**src/rtl/fib_seq_ctrl.sv**
```systemverilog
// Fibonacci fill sequencer driving a register file write port and two read ports.
// Define FIB_SAT_EN to saturate overflowing terms to all-ones instead of wrapping.
module fib_seq_ctrl #(
    parameter int DW   = 32,
    parameter int AW   = 5,
    parameter int BASE = 1
) (
    input  logic          clk,
    input  logic          rst,
    input  logic          start,
    input  logic [DW-1:0] seed0,
    input  logic [DW-1:0] seed1,
    input  logic [AW-1:0] count,
    input  logic [DW-1:0] rd0,
    input  logic [DW-1:0] rd1,
    output logic [AW-1:0] ra0,
    output logic [AW-1:0] ra1,
    output logic [AW-1:0] wa,
    output logic [DW-1:0] wd,
    output logic          we,
    output logic          busy,
    output logic          done,
    output logic [DW-1:0] result,
    output logic          ovf
);

    typedef enum logic [2:0] {
        IDLE,
        LOAD0,
        LOAD1,
        CALC,
        DONE
    } state_t;

    localparam logic [AW-1:0] MAXN = AW'(2**AW - 2 - BASE);
    localparam logic [AW-1:0] A0   = AW'(BASE);
    localparam logic [AW-1:0] A1   = AW'(BASE + 1);
    localparam logic [AW-1:0] A2   = AW'(BASE + 2);

    state_t        state, state_nx;
    logic [DW-1:0] s0, s1;
    logic [AW-1:0] n, ptr, left;
    logic [DW:0]   sum;
    logic          carry;
    logic [DW-1:0] term;

    // Next term from the two previous registers, with carry-out
    always_comb begin
        sum   = {1'b0, rd0} + {1'b0, rd1};
        carry = sum[DW];
`ifdef FIB_SAT_EN
        term  = carry ? {DW{1'b1}} : sum[DW-1:0];
`else
        term  = sum[DW-1:0];
`endif
    end

    // State register
    always_ff @(posedge clk or negedge rst) begin
        if (!rst) state <= IDLE;
        else      state <= state_nx;
    end

    // Next-state and register file port decode
    always_comb begin
        state_nx = state;
        we       = 1'b0;
        wa       = '0;
        wd       = '0;
        ra0      = '0;
        ra1      = '0;
        busy     = 1'b0;
        done     = 1'b0;
        unique case (state)
            IDLE: begin
                if (start) state_nx = LOAD0;
            end
            LOAD0: begin
                we       = 1'b1;
                wa       = A0;
                wd       = s0;
                busy     = 1'b1;
                state_nx = LOAD1;
            end
            LOAD1: begin
                we       = 1'b1;
                wa       = A1;
                wd       = s1;
                busy     = 1'b1;
                state_nx = (n == '0) ? DONE : CALC;
            end
            CALC: begin
                ra0  = ptr - AW'(2);
                ra1  = ptr - AW'(1);
                wa   = ptr;
                wd   = term;
                we   = 1'b1;
                busy = 1'b1;
                if (left == AW'(1)) state_nx = DONE;
            end
            DONE: begin
                done     = 1'b1;
                state_nx = IDLE;
            end
            default: state_nx = IDLE;
        endcase
    end

    // Seeds, clamped term count, pointer, result and sticky overflow
    always_ff @(posedge clk or negedge rst) begin
        if (!rst) begin
            s0     <= '0;
            s1     <= '0;
            n      <= '0;
            ptr    <= '0;
            left   <= '0;
            result <= '0;
            ovf    <= 1'b0;
        end else begin
            unique case (state)
                IDLE: begin
                    if (start) begin
                        s0  <= seed0;
                        s1  <= seed1;
                        n   <= (count > MAXN) ? MAXN : count;
                        ovf <= 1'b0;
                    end
                end
                LOAD1: begin
                    if (n == '0) begin
                        result <= s1;
                    end else begin
                        ptr  <= A2;
                        left <= n;
                    end
                end
                CALC: begin
                    ovf  <= ovf | carry;
                    ptr  <= ptr + AW'(1);
                    left <= left - AW'(1);
                    if (left == AW'(1)) result <= term;
                end
                default: ;
            endcase
        end
    end

endmodule
```
**config.mk**
```make
export PLATFORM = sky130hd
export DESIGN_NAME = fib_seq_ctrl
export DESIGN_NICKNAME = d
export VERILOG_FILES = /design/src/rtl/fib_seq_ctrl.sv
export SDC_FILE = /design/constraint.sdc
export NUM_CORES = 1
export LEC_CHECK = 0
export BUFFER_PORTS_ARGS = -buffer_cell sky130_fd_sc_hd__buf_2
export CAP_MARGIN = 20
export CORE_MARGIN = 4
export CORE_UTILIZATION = 45
export CTS_BUF_LIST = sky130_fd_sc_hd__clkbuf_4 sky130_fd_sc_hd__clkbuf_8 sky130_fd_sc_hd__clkbuf_16
export CTS_CLUSTER_DIAMETER = 120
export DETAILED_ROUTE_END_ITERATION = 8
export PLACE_DENSITY = 0.71
export SYNTH_ARGS = -nofsm -noshare
export SYNTH_HDL_FRONTEND = slang
export SYNTH_SLANG_ARGS = --single-unit
```
**constraint.sdc**
```tcl
create_clock -name clk -period 3.3 [get_ports clk]
set_input_delay 0.165 -clock clk [delete_from_list [all_inputs] [get_ports clk]]
set_output_delay 0.165 -clock clk [all_outputs]
set_load 0.01 [all_outputs]
```
==> metrics, run 1 <==
gp weighted congestion 0.9232; LEAKAGE 4.672 nW; Fin Setup TNS 0 ns; die area 0.01884 mm^2; worst-case clock skew 0.009218 ns; clk sinks 115; CTS resizes 0; Max Cap Viol 0; slowest stage delay, CP 0.47 ns; setup bufs post-CTS 0; vias in the first global route 7582; Slew Viols, Final 0; residual DRC count 0; die width 137.2 um; Synth cell types 62; Critical Path, Cell by Cell buf_2 > ha_1 > a21o_1 > o21bai_2 > o2111ai_1 > nand3_1 > a211oi_1 > mux2_2 > a311oi_1 > buf_2; internal power 5.049 mW; largest fanout on the critical path 4; synthesized netlist cell count 825; cell occurring most often along the worst timing path buf_2; RSZ-0062 raised after global routing no; Post-synth ARST share 100.0%; switching share of power 42.53%; top-area cell type share of the netlist area 38.28%; Clock Pin Slew Worst Setup and Hold Paths 0.05 ns; grt met1 use 35.86%; Non-Filler Instances 1323; DR WL/cell 19.05 um; row cnt 46; fillers 1362; clock latency on the worst-skew pair 0.43 ns; Area contributors post-synth dfrtp_1, mux2_2, ha_1; worst path buffer plus inverter count 2; global-route wire length before repair 39.41 mm; 1st-iter DRT viols 574; Peak Freq 326.5 MHz; grt peak-use layer met2; Yosys reg bits 115; die height 137.2 um; final wirelength 25.20 mm; design area 0.01015 mm^2; Total GRT Usage 26.93%; cell class contributing the biggest share of worst-path delay compound AO/OA/AOI/OAI gates; # IOs 219; CTS tree built; Remaining Overflow, GRT 0; Synth Cell Area 0.007517 mm^2; H-Tree Level Count 4; Root Buffer clkbuf_16; sequential area share after synthesis 38.28%; final core utilization 62.97%; DRT antenna net count 0; GRT met3 Usage 5.771%; hold crit path type input port to flop; combinational share of power 48.3%; Critical Setup Path Class input port to primary output; power density cells 865.7 mW/mm^2; DP Cell Count 1221; Initial Util 46.65%; Post-Syn Nets 1001; Switch Pwr 3.736 mW; # nets final 1270; Sequential Power Share 30.0%; Slew HR 60.73%; hold_buf cts 70; core area 0.01612 mm^2; layout cells sized above 1 33.33%; Final min period 3.063 ns; mean post-synth cell area 9.112 um^2; vias per inst 5.659; Port Buffers 218; post-synth top area cell dfrtp_1; Area after DPL 0.008838 mm^2; clock share of power 21.7%; setup slack after layout 0.2371 ns; Critical Path Source Type input port; total iterations of the first detailed-routing run 5; commonest non-fill, non-tap cells in the layout buf_2, dfrtp_1, nand2_1; status finished, final reports clean; Via Count 7487; Layout area overhead 34.99%; yosys warns 0; setup violators final 0; Num CTS Buffers 17; Worst-Margin Slew 0.5808 ns; required time worst endpoint 3.13 ns; GR Util met2 44.71%; initial antenna violation count 0; Total Power 8.784 mW; fin crit share 92.81%; pre-CTS setup slack 0.2670 ns; Min Hold Slack 0.1626 ns; Hold Violations, Final 0; HPWL Detailed 17.80 mm; Worst IR Drop VDD 0.5994 mV; pin count of the biggest net entering global routing 50; EDFF count, synth 0; ant diodes 0; top_reg_cell synth dfrtp_1; Worst setup EP type primary output; clock buffer depth 2; Critical Path AT 2.90 ns; commonest non-fill, non-tap cell in the layout buf_2; slowest cell on the critical path a211oi_1
==> worst register-to-register path: cells and delay by family, from the launching register on <==
family                 cells  cell delay, ns
AND/OR/NAND/NOR            3            0.98
flip-flops                 1            0.65
buffers and inverters      2            0.63
AO/OA/AOI/OAI              3            0.36
==> path summary, 6_finish.rpt <==
check | startpoint | to | slack [ns] | depth (start not counted)
min reg2reg | result[2] | result[2] | 0.49 | 2
min | start | state[0] | 0.16 | 5
max | rd0[4] | wd[29] | 0.24 | 10
max reg2reg | state[1] | result[24] | 0.61 | 8
min in group asynchronous | rst | result[28] | 0.29 | 2
max in group asynchronous | rst | result[16] | 2.23 | 3
==> cell usage after synthesis (10+ instances only) <==
master and n:
dfrtp_1 115, nand2_1 108, mux2_2 74, nor2_1 74
a21oi_1 72, clkbuf_1 41, ha_1 39, o21ai_0 32
nand3_1 27, xnor2_1 19, a31oi_1 17, inv_1 17
xor2_1 17, a22oi_1 15, a311oi_1 12, buf_2 12
and3_1 10, nor3_1 10, o211ai_1 10
==> flip-flops by register name (all words and copies together) (netlist names) <==
signal  cells
state       3
ptr         5
ovf         1
left        5
s0         32
n           5
s1         32
result     32
==> per-layer routing <==
| layer | routed length, um | vias up |
|---|---|---|
| met5 | 0 | - |
| met4 | 361 | 0 |
| met3 | 1953 | 33 |
| met2 | 12200 | 335 |
| met1 | 10690 | 3593 |
| li1 | - | 3526 |
==> cell type report <==
cell class | count | area [um^2] | share of cell area, %
clock inverters | 14 | 168.9 | 1.665
multi-input cells | 635 | 4355 | 42.92
repair buffers | 308 | 1969 | 19.41
flip-flops and latches | 115 | 2880 | 28.38
well taps | 216 | 270.3 | 2.663
clock buffers | 18 | 439.2 | 4.328
inverters | 17 | 63.81 | 0.6289
==> power by group through the flow <==
stage               Combinational [mW]  Clock, mW  Sequential, mW
global route                      4.65       2.00            2.72
detailed placement                4.14          0            2.64
finish                            4.24       1.91            2.63
global placement                  4.07          0            2.61
CTS                               4.23       1.94            2.62
floorplan                         2.63          0            2.53
==> kinds of logic after synthesis <==
family	count (synthesis)	synth area share, %
multiplexers	77	11.48
flip-flops	115	38.28
AND/OR/NAND/NOR	260	15.21
buffers and inverters	75	3.995
XOR/XNOR	36	4.194
adder cells (fa/ha/maj)	40	6.758
AO/OA/AOI/OAI	222	20.07
No activity file was read; power rests on OpenSTA's default activity.
==> inputs of run 2 (changes only) <==
--- a/config.mk
+++ b/config.mk
@@ -5,6 +5,7 @@
 export SDC_FILE = /design/constraint.sdc
 export NUM_CORES = 1
 export LEC_CHECK = 0
+export ABC_AREA = 1
 export BUFFER_PORTS_ARGS = -buffer_cell sky130_fd_sc_hd__buf_2
 export CAP_MARGIN = 20
 export CORE_MARGIN = 4
@@ -12,7 +13,7 @@
 export CTS_BUF_LIST = sky130_fd_sc_hd__clkbuf_4 sky130_fd_sc_hd__clkbuf_8 sky130_fd_sc_hd__clkbuf_16
 export CTS_CLUSTER_DIAMETER = 120
 export DETAILED_ROUTE_END_ITERATION = 8
-export PLACE_DENSITY = 0.71
+export PLACE_DENSITY = 0.7
 export SYNTH_ARGS = -nofsm -noshare
 export SYNTH_HDL_FRONTEND = slang
 export SYNTH_SLANG_ARGS = --single-unit
==> run 2 against run 1 <==
Effect of this change:
- utilization decreased by 1.2 points
- area after synthesis rose by 4.0%
- setup slack improved by 0.63 ns
- sequential share of layout area shrank 0.69 points
- combinational power decreased by 6.4%
- final area up 2.4%
- hold slack got worse by 0.11 ns
- via count rose by 13%
- total power fell by 4.5%
==> metrics, run 2 <==
status finished, final reports clean; Root Buffer clkbuf_16; worst-case clock skew 0.008973 ns (-0.0002452 ns); residual DRC count 0 (unchanged); Reg-to-Reg Start state[2]; clock buffer depth 2 (unchanged); Initial Util 46.47% (-0.18 points); clk sinks 115 (unchanged); Area contributors post-synth dfrtp_1, nand2_1, inv_1; Total GRT Usage 25.81% (-1.1 points); Critical Path AT 2.26 ns (-0.64 ns); global-route wire length before repair 40.82 mm (+3.6%); EDFF count, synth 0 (unchanged); Fin Setup TNS 0 ns (unchanged); slowest stage delay, CP 0.44 ns (-0.03 ns); # nets final 1640 (+29%); R2R cell count 9 (+1); DP Cell Count 1595 (+31%); DR WL/cell 15.17 um (-20%); grt met1 use 35.73% (-0.13 points); biggest regs result: 32 flops, s0: 32 flops, s1: 32 flops; worst setup path end wd[11]; Hold Violations, Final 0 (unchanged); DRT antenna net count 0 (unchanged); Worst-Margin Slew 0.7093 ns (+0.1285 ns); Critical Path Source Type flop; RSZ-0062 raised after global routing no; sequential area share after synthesis 36.82% (-1.5 points); reg2reg setup slack 1.15 ns (+0.54 ns); Area after DPL 0.009086 mm^2 (+2.8%); Num CTS Buffers 17 (unchanged); final core utilization 61.78% (-1.2 points); Slew HR 52.64% (-8.1 points); die width 139.8 um (+1.8%); H-Tree Level Count 4 (unchanged); Slew Viols, Final 0 (unchanged); Worst IR Drop VDD 0.4528 mV (-24%); fillers 1596 (+17%); top-area cell type share of the netlist area 36.82% (-1.5 points); setup bufs post-CTS 0 (unchanged); LEAKAGE 5.807 nW (+24%); r2r endpoint result[29]; power density cells 807.1 mW/mm^2 (-6.8%); layout cells sized above 1 20.04% (-13 points); Synth Cell Area 0.007815 mm^2 (+4.0%); final wirelength 25.74 mm (+2.2%); worst path buffer plus inverter count 3 (+1); row cnt 47 (+2.2%); yosys warns 0 (unchanged); ant diodes 0 (unchanged); Final min period 2.428 ns (-0.6344 ns); Via Count 8474 (+13%); GRT met3 Usage 4.425% (-1.3 points); top_reg_cell synth dfrtp_1; count leader, synth nand2_1; total iterations of the first detailed-routing run 5 (unchanged); largest fanout on the critical path 36 (+32); commonest non-fill, non-tap cell in the layout nand2_1; Synth cell types 39 (-37%); Yosys reg bits 115 (unchanged); Layout area overhead 32.95%; hold crit path type input port to flop; commonest non-fill, non-tap cells in the layout nand2_1, buf_2, inv_1; design area 0.01039 mm^2 (+2.4%); Worst setup EP type primary output; Clock Pin Slew Worst Setup and Hold Paths 0.06 ns (about the same); synthesized netlist cell count 1184 (+44%); Critical Path, Cell by Cell inv_2 > nand2_2 > nor2_4 > buf_4 > o21ai_0 > a21o_1 > nand3_1 > buf_2; CTS resizes 0 (unchanged); core area 0.01682 mm^2 (+4.4%); FF+latch area 0.002878 mm^2 (about the same); slowest cell on the critical path dfrtp_1; vias per inst 4.994 (-12%); Remaining Overflow, GRT 0 (unchanged); die area 0.01954 mm^2 (+3.7%); vias in the first global route 7982 (+5.3%); post-synth top area cell dfrtp_1; fin crit share 73.59% (-19 points); Peak Freq 411.8 MHz (+26%); Port Buffers 218 (unchanged); initial antenna violation count 0 (unchanged); # IOs 219 (unchanged); gp weighted congestion 0.8831 (-4.3%); area occupied by multi-input gates 0.004235 mm^2 (-2.8%); die height 139.8 um (+1.8%); Critical Path Source state[2]; Post-synth ARST share 100.0% (unchanged); Post-Syn Nets 1360 (+36%); setup violators final 0 (unchanged); GR Util met2 41.96% (-2.8 points); mean post-synth cell area 6.601 um^2 (-28%); Crit. path cell count 8 (-2); 1st-iter DRT viols 535 (-6.8%); Max Cap Viol 0 (unchanged); grt peak-use layer met2; cell class contributing the biggest share of worst-path delay buffers and inverters; synth cell count leaders nand2_1, inv_1, dfrtp_1; Total Power 8.386 mW (-4.5%); clock latency on the worst-skew pair 0.40 ns (-0.03 ns); Critical Setup Path Class flop to primary output; CTS tree built; Non-Filler Instances 1697 (+28%); required time worst endpoint 3.13 ns (about the same); HPWL Detailed 18.57 mm (+4.4%); pin count of the biggest net entering global routing 66 (+32%)
run 2: cell count changes after synthesis, sizes merged, moves of 15 or more:
cell,previous run,this run
a21oi,75,94
a22oi,15,0
clkbuf,41,17
inv,17,142
mux2,74,0
nand2,108,501
nand3,27,80
nor2,74,94
o21ai,41,25
xnor2,19,0
run 2: power by group:
group | switching (mW) | internal, mW
Clock | 0.687 | 1.14
Sequential | 0.481 | 2.11
Combinational | 2.55 | 1.42
Total | 3.72 | 4.67
run 2: what timing repair did:
| item | 4_1_cts | 5_1_grt |
|---|---|---|
| endpoints found under the hold margin | 117 | 1 |
| setup endpoints to repair | 0 | 0 |
| hold buffers | 68 | 1 |
run 2: routing by layer:
layer,wire length [um],vias up
li1,-,4292
met1,11440,3855
met2,12080,294
met3,1724,33
met4,495,0
met5,0,-
run 2: kinds of logic (layout without fill, tap and decap cells):
kind of cell | Yosys count | count (layout) | synth area share, %
DFF | 115 | 115 | 36.82
buffers and inverters | 177 | 470 | 9.078
xor gates and xnor gates | 3 | 3 | 0.3363
and+or+nand+nor | 708 | 708 | 36.68
AOI/OAI and AO/OA | 141 | 141 | 10.58
adders and majority gates | 40 | 40 | 6.500
run 2: worst min-delay path by stage:
| stage | from | end | depth (start not counted) | slack, ns |
|---|---|---|---|---|
| floorplan | rst | left[0] | 0 | -0.13 |
| global placement | rst | s0[22] | 1 | 0.24 |
| detailed placement | rst | s0[21] | 1 | 0.23 |
| CTS | seed1[4] | s1[4] | 3 | 0.005 |
| global route | count[0] | n[0] | 5 | 0.09 |
| finish | count[0] | n[0] | 5 | 0.06 |
run 2: cell type report:
class,count,share of cell area [%]
Multi-Input combinational cell,892,40.76
Sequential cell,115,27.70
Timing Repair Buffer,295,17.99
Inverter,143,5.190
Clock buffer,18,4.227
Tap cell,220,2.649
Clock inverter,14,1.481
run 2: worst register-to-register path: stages, from the launching register on:
cell	delay, ns
dfrtp_1	0.44
inv_2	0.12
nand2_2	0.09
nor2_4	0.10
buf_4	0.39
nand2_1	0.18
nand3_2	0.12
buf_4	0.36
a21oi_1	0.10
a21oi_1	0.17
run 2: metrics by stage:
stage | setup slack (ns) | hold WS, ns
floorplan | 1.467 | -0.1306
global placement | 1.000 | 0.2429
detailed placement | 0.9577 | 0.2350
CTS | 0.6340 | 0.004631
global route | 0.7917 | 0.08791
finish | 0.8715 | 0.05539
